**src/rtl/mtimer_irq_gen.sv**
```systemverilog
// mtimer_irq_gen: 64-bit machine timer with prescaler, compare interrupt and synchronized external interrupt edge source
module mtimer_irq_gen #(
    parameter int DW          = 32,
    parameter int AW          = 5,
    parameter int SYNC_STAGES = 2
) (
    input  logic          clk_i,
    input  logic          rst_ni,
    input  logic          sel_i,
    input  logic          we_i,
    input  logic [AW-1:0] addr_i,
    input  logic [DW-1:0] wdata_i,
    output logic [DW-1:0] rdata_o,
    output logic          rvalid_o,
    input  logic          e_irq_i,
    output logic          t_intr,
    output logic          e_intr
);

    localparam int SS = (SYNC_STAGES < 2) ? 2 : SYNC_STAGES;
    localparam int IW = AW - 2;

    localparam logic [IW-1:0] R_MTIME_LO = IW'(0);
    localparam logic [IW-1:0] R_MTIME_HI = IW'(1);
    localparam logic [IW-1:0] R_CMP_LO   = IW'(2);
    localparam logic [IW-1:0] R_CMP_HI   = IW'(3);
    localparam logic [IW-1:0] R_CTRL     = IW'(4);
    localparam logic [IW-1:0] R_PRESCALE = IW'(5);

    logic [IW-1:0]   idx;
    logic            wr;
    logic            rd;
    logic            wr_mtime_lo;
    logic            wr_mtime_hi;
    logic            wr_cmp_lo;
    logic            wr_cmp_hi;
    logic            wr_ctrl;
    logic            wr_pre;
    logic [2*DW-1:0] mtime;
    logic [2*DW-1:0] mtime_nxt;
    logic [2*DW-1:0] mtimecmp;
    logic            ten;
    logic            een;
    logic            tick;
    logic [DW-1:0]   prescale;
    logic [DW-1:0]   pcnt;
    logic [DW-1:0]   pcnt_nxt;
    logic [DW-1:0]   rd_mux;
    logic [SS-1:0]   sync;
    logic            dly;
    logic [1:0]      unused_addr;

    assign unused_addr = addr_i[1:0];

    // Word-address decode and one write strobe per register
    always_comb begin
        idx         = addr_i[AW-1:2];
        wr          = sel_i & we_i;
        rd          = sel_i & ~we_i;
        wr_mtime_lo = wr && (idx == R_MTIME_LO);
        wr_mtime_hi = wr && (idx == R_MTIME_HI);
        wr_cmp_lo   = wr && (idx == R_CMP_LO);
        wr_cmp_hi   = wr && (idx == R_CMP_HI);
        wr_ctrl     = wr && (idx == R_CTRL);
        wr_pre      = wr && (idx == R_PRESCALE);
    end

    // Prescaler: tick on reaching PRESCALE; any CTRL or PRESCALE write restarts the count
    always_comb begin
        tick     = ten && (pcnt == prescale);
        pcnt_nxt = (wr_ctrl || wr_pre) ? '0 : !ten ? pcnt : tick ? '0 : pcnt + DW'(1);
    end

    // Next mtime: a bus write to either half beats the tick and suppresses the increment
    always_comb begin
        mtime_nxt = mtime;
        if (wr_mtime_lo)
            mtime_nxt[DW-1:0] = wdata_i;
        else if (wr_mtime_hi)
            mtime_nxt[2*DW-1:DW] = wdata_i;
        else if (tick)
            mtime_nxt = mtime + (2*DW)'(1);
    end

    // Read multiplexer over the register window; unmapped words read zero
    always_comb begin
        rd_mux = '0;
        case (idx)
            R_MTIME_LO: rd_mux = mtime[DW-1:0];
            R_MTIME_HI: rd_mux = mtime[2*DW-1:DW];
            R_CMP_LO:   rd_mux = mtimecmp[DW-1:0];
            R_CMP_HI:   rd_mux = mtimecmp[2*DW-1:DW];
            R_CTRL:     rd_mux = {{(DW-2){1'b0}}, een, ten};
            R_PRESCALE: rd_mux = prescale;
            default:    rd_mux = '0;
        endcase
    end

    // Timer state: counter, prescaler count and mtime
    always_ff @(posedge clk_i or negedge rst_ni) begin
        if (!rst_ni) begin
            pcnt  <= '0;
            mtime <= '0;
        end else begin
            pcnt  <= pcnt_nxt;
            mtime <= mtime_nxt;
        end
    end

    // Software-visible configuration registers
    always_ff @(posedge clk_i or negedge rst_ni) begin
        if (!rst_ni) begin
            mtimecmp <= '1;
            ten      <= 1'b0;
            een      <= 1'b0;
            prescale <= '0;
        end else begin
            if (wr_cmp_lo)
                mtimecmp[DW-1:0] <= wdata_i;
            if (wr_cmp_hi)
                mtimecmp[2*DW-1:DW] <= wdata_i;
            if (wr_ctrl) begin
                ten <= wdata_i[0];
                een <= wdata_i[1];
            end
            if (wr_pre)
                prescale <= wdata_i;
        end
    end

    // Registered read port: data holds between reads, valid pulses once per read
    always_ff @(posedge clk_i or negedge rst_ni) begin
        if (!rst_ni) begin
            rdata_o  <= '0;
            rvalid_o <= 1'b0;
        end else begin
            rvalid_o <= rd;
            if (rd)
                rdata_o <= rd_mux;
        end
    end

    // Timer interrupt level from the current register values
    always_ff @(posedge clk_i or negedge rst_ni) begin
        if (!rst_ni)
            t_intr <= 1'b0;
        else
            t_intr <= ten && (mtime >= mtimecmp);
    end

    // External pin synchronizer, delay flop and gated rising-edge pulse
    always_ff @(posedge clk_i or negedge rst_ni) begin
        if (!rst_ni) begin
            sync   <= '0;
            dly    <= 1'b0;
            e_intr <= 1'b0;
        end else begin
            sync   <= {sync[SS-2:0], e_irq_i};
            dly    <= sync[SS-1];
            e_intr <= een & sync[SS-1] & ~dly;
        end
    end

endmodule

```
**config.mk**
```make
export PLATFORM = sky130hd
export DESIGN_NAME = mtimer_irq_gen
export DESIGN_NICKNAME = d
export VERILOG_FILES = /design/src/rtl/mtimer_irq_gen.sv
export SDC_FILE = /design/constraint.sdc
export NUM_CORES = 1
export LEC_CHECK = 0
export ABC_AREA = 0
export CELL_PAD_IN_SITES_DETAIL_PLACEMENT = 1
export CELL_PAD_IN_SITES_GLOBAL_PLACEMENT = 1
export CORE_MARGIN = 4
export CORE_UTILIZATION = 52
export CTS_BUF_LIST = sky130_fd_sc_hd__clkbuf_4 sky130_fd_sc_hd__clkbuf_8
export DETAILED_ROUTE_END_ITERATION = 10
export PLACE_DENSITY = 0.89
export SYNTH_ARGS = -nofsm -noshare
export SYNTH_HDL_FRONTEND = slang
export SYNTH_SLANG_ARGS = --single-unit
```
**constraint.sdc**
```tcl
create_clock -name clk_i -period 9.5 [get_ports clk_i]
set_input_delay 1.425 -clock clk_i [delete_from_list [all_inputs] [get_ports clk_i]]
set_output_delay 1.425 -clock clk_i [all_outputs]
set_load 0.02 [all_outputs]
```
==> results summary <==
The flow ran to the end, and the final reports show no timing, DRC or antenna violations. The die covers 29,200 um2. In the final routed layout, each cell accounts on average for 26.2 um. The sequential power share is ~43%. The most used flip-flop cell after synthesis is sky130_fd_sc_hd__dfrtp_1. The buffer type at the clock tree root is sky130_fd_sc_hd__clkbuf_8. The routed wire length came out at 50,600 um. Once placement finished, the instance area stood at ~15,000 um2. The number of buffer cells added on primary ports is 74. On the final layout, the worst hold slack is 0.347 ns. The signal arrival time at the worst endpoint is 4.65 ns.

The final instance area is approximately 16,000 um2. STA classifies the critical path startpoint as an input pin. The initial antenna violation count is 0. Yosys mapped the design onto 65 distinct sky130hd cell types. After synthesis, the largest area contributor takes up a little under a third of total cell area. The mean number of vias per cell came out at 6.65. The largest total area in the synthesized netlist belongs to sky130_fd_sc_hd__dfrtp_1. The total number of placement rows came out at 59. The clock-pin transition on the worst setup and hold timing paths came out at 0.05 ns. For the final routed database, the setup TNS stands at 0 ns. The worst slew slack as a fraction of its limit is a little over a fifth.

The maximum achievable frequency came out at 0.235 GHz. The congestion estimate from routability-driven global placement came to 0.917. The number of nets produced by synthesis came out at 1,617.

The die span in x is approximately 170 um. Setup repair after global routing left no endpoint under its margin. The layout overhead on the synthesized area is 13.9%. 0 antenna diodes ended up in the layout. The setup violation total in the final timing report came out at 0. The maximum level of the CTS H-tree is 2. The library cell used most frequently in the layout, excluding fill and tap cells, is sky130_fd_sc_hd__nand2_1. The number of nets in the final layout came out at 1,671. TritonCTS created 43 clock buffers. The CTS sink count is 232. The Yosys warning count came out at 0.

The maximum number of pins on one net before global-route repair came out at 92. The all-layer global routing usage came out at a little over a third. The max-capacitance violation count came out at 0.

The post-cts repair resize count came out at 0. STA classifies the critical path endpoint as a flip-flop. The final-report max-slew violation count came out at 0. The number of design rule violations left after detail routing is 0. After global routing the overflow that remains totals 0. 77 I/O pins were placed. In this run the critical register-to-register path is launched from pcnt[10].

Along the worst hold path, the cell count comes to 0. The switching part of the total came out at approximately 36%. The detailed-placement wirelength estimate is 33,700 um. In this run the power density over the cells is 220 nW/um2. The post-cts hold buffer count came out at 0. The initial utilization of the core area, before any placement, comes to 52.9%. Detailed routing inserted a total of 12,900 vias. The internal portion of total power came out at around 2.2 mW. The proportion of power drawn by combinational gates is 27.8%. The worst flop-to-flop path endpoint is mtime[63]. The layout cell share with drive strength beyond 1 is 16.3%.

After synthesis, the cell types taking the most area are sky130_fd_sc_hd__dfrtp_1 30%, sky130_fd_sc_hd__dfstp_2 12%, sky130_fd_sc_hd__mux2_2 6.3%. The worst register-to-register path has a depth of 7. The CTS tree is done. The DRC violation total after the first TritonRoute iteration came out at 1,121. The smallest clock period supported by the final layout is computed as 4.26 ns. The sequential-to-total area share from yosys stat is 42.7%. The count of antenna-violating nets left after detailed routing came out at 0. Of the total power, the clock network draws 29.7%. The setup slack of the most critical reg-to-reg path is 5.38 ns. The critical setup path kind is input pin to flip-flop. The post-CTS repair timing setup buffer count is 0. The number of flops mapped to enable cells by yosys is 0.

The mean instance size in the synthesized netlist is 9.14 um2. Clock latency on the worst-skew pair, taken at its later pin, is 0.56 ns. The static leakage is 6.53 nW.

The fraction of synthesis flops using an asynchronous set or reset pin is 100%. The overall die height is 171 um. The class of the worst hold path is flip-flop to flip-flop.

The final count of hold timing violations is 0. The synthesized instance count is 1,509. The start point of the worst min-delay path is sync[0].

The worst endpoint required time came out at 9.89 ns. The switching power is 1.24 mW. The worst path uses 44.9% of the clock period. In the layout the commonest cells are 184 x sky130_fd_sc_hd__nand2_1, 168 x sky130_fd_sc_hd__dfrtp_1, 149 x sky130_fd_sc_hd__o21ai_0, 97 x sky130_fd_sc_hd__nor2_1, 82 x sky130_fd_sc_hd__inv_1. Of all nets on the critical path, the largest fanout is 61. For this run, the detailed router's first-pass iteration total came to 8. The worst vdd rail ir drop is 0.138 mV. The first global-routing pass estimated 79,300 um of wire.

The number of global-route vias before repair is 13,700. The maximum buffer depth of the clock tree is 3. The transition time at the pin with the least slew margin came out at 1.17 ns.

The worst clock skew came out at roughly 0.019 ns. The region available for standard cell placement spans ~26,000 um2. The register bit total from synthesis is 232. The worst hold path terminates at sync[1]. The synthesized netlist occupies a cell area of approximately 14,000 um2.
==> cell families after synthesis <==
| family | count (synthesis) | share of synthesized area [%] |
|---|---|---|
| AO/OA/AOI/OAI | 336 | 15.0 |
| buffers and inverters | 165 | 4.51 |
| multiplexers | 95 | 7.69 |
| flip-flops | 232 | 42.7 |
| XOR/XNOR | 82 | 5.21 |
| AND/OR/NAND/NOR | 533 | 18.9 |
| adder cells (fa/ha/maj) | 66 | 5.99 |
==> cells in the mapped netlist (9+ instances only) <==
library cell,count
sky130_fd_sc_hd__clkbuf_1,69
sky130_fd_sc_hd__and4_1,9
sky130_fd_sc_hd__buf_1,12
sky130_fd_sc_hd__inv_1,82
sky130_fd_sc_hd__nor2_1,99
sky130_fd_sc_hd__mux2_2,77
sky130_fd_sc_hd__nand4_1,31
sky130_fd_sc_hd__dfstp_2,64
sky130_fd_sc_hd__nor4_1,30
sky130_fd_sc_hd__a22oi_1,20
sky130_fd_sc_hd__a21oi_1,54
sky130_fd_sc_hd__mux2i_1,17
sky130_fd_sc_hd__or3_1,18
sky130_fd_sc_hd__a31oi_1,28
sky130_fd_sc_hd__o21ai_0,149
sky130_fd_sc_hd__nand2_1,184
sky130_fd_sc_hd__and3_1,20
sky130_fd_sc_hd__or4_1,14
sky130_fd_sc_hd__dfrtp_1,168
sky130_fd_sc_hd__xor2_1,28
sky130_fd_sc_hd__ha_1,66
sky130_fd_sc_hd__nor3_1,29
sky130_fd_sc_hd__nand3_1,51
sky130_fd_sc_hd__nand2b_1,12
sky130_fd_sc_hd__xnor2_1,54
sky130_fd_sc_hd__a21o_1,23
sky130_fd_sc_hd__a222oi_1,15
==> per-layer routing <==
metal	track usage, %	vias up	part of all wire, %
met2	57.1	648	47
met5	0	-	0
met3	5.78	188	7.5
met1	44.3	6484	39
met4	18.1	0	5.8
li1	-	5531	-
==> critical path, stage by stage <==
cell,delay [ns]
sky130_fd_sc_hd__buf_2,0.08
sky130_fd_sc_hd__buf_4,0.59
sky130_fd_sc_hd__inv_1,0.31
sky130_fd_sc_hd__nand2_1,0.23
sky130_fd_sc_hd__nor3_2,0.06
sky130_fd_sc_hd__or4_1,0.96
sky130_fd_sc_hd__buf_4,0.38
sky130_fd_sc_hd__nor4_1,0.32
sky130_fd_sc_hd__xnor2_1,0.15
sky130_fd_sc_hd__o21ai_0,0.09
==> through the flow <==
stage	worst slack (ns)	utilization [%]	power [mW]	std cells
after floorplan	6.18	-	2.00	1509
after CTS	5.33	60.3	3.45	1932
final	5.24	60.3	3.46	1932
after detailed placement	4.72	56.8	2.40	1853
after global placement	4.85	56.8	2.32	1853
after global routing	5.11	60.3	3.65	1932
==> how the worst max path moves through the flow <==
stage	from	endpoint	cells past startpoint
global route	addr_i[3]	mtime[11]	10
CTS	addr_i[3]	mtime[11]	10
finish	addr_i[3]	mtime[11]	10
global placement	addr_i[3]	mtime[11]	10
floorplan	addr_i[2]	mtime[24]	9
detailed placement	addr_i[3]	mtime[11]	10
==> registers in the layout (all words and copies together) (netlist names) <==
| name | cells |
|---|---|
| prescale | 32 |
| rvalid_o | 1 |
| e_intr | 1 |
| t_intr | 1 |
| een | 1 |
| mtimecmp | 64 |
| dly | 1 |
| sync | 2 |
| ten | 1 |
| pcnt | 32 |
| mtime | 64 |
| rdata_o | 32 |
==> power groups by stage <==
stage	logic, mW	clock network (mW)	registers [mW]
after floorplan	0.586	0	1.41
after CTS	0.952	1.04	1.46
final	0.962	1.03	1.47
after global routing	1.06	1.09	1.49
after global placement	0.862	0	1.46
after detailed placement	0.927	0	1.47
==> cell type report <==
cell class                 count  area (um2)
tap                          335         419
clock inverter                 6        36.3
fill                        2973       10400
multi-input combinational   1112        7320
clock buffer                  73         873
sequential                   232        5890
timing repair buffer          92         866
inverter                      82         308
No activity file was read; power rests on OpenSTA's default activity.
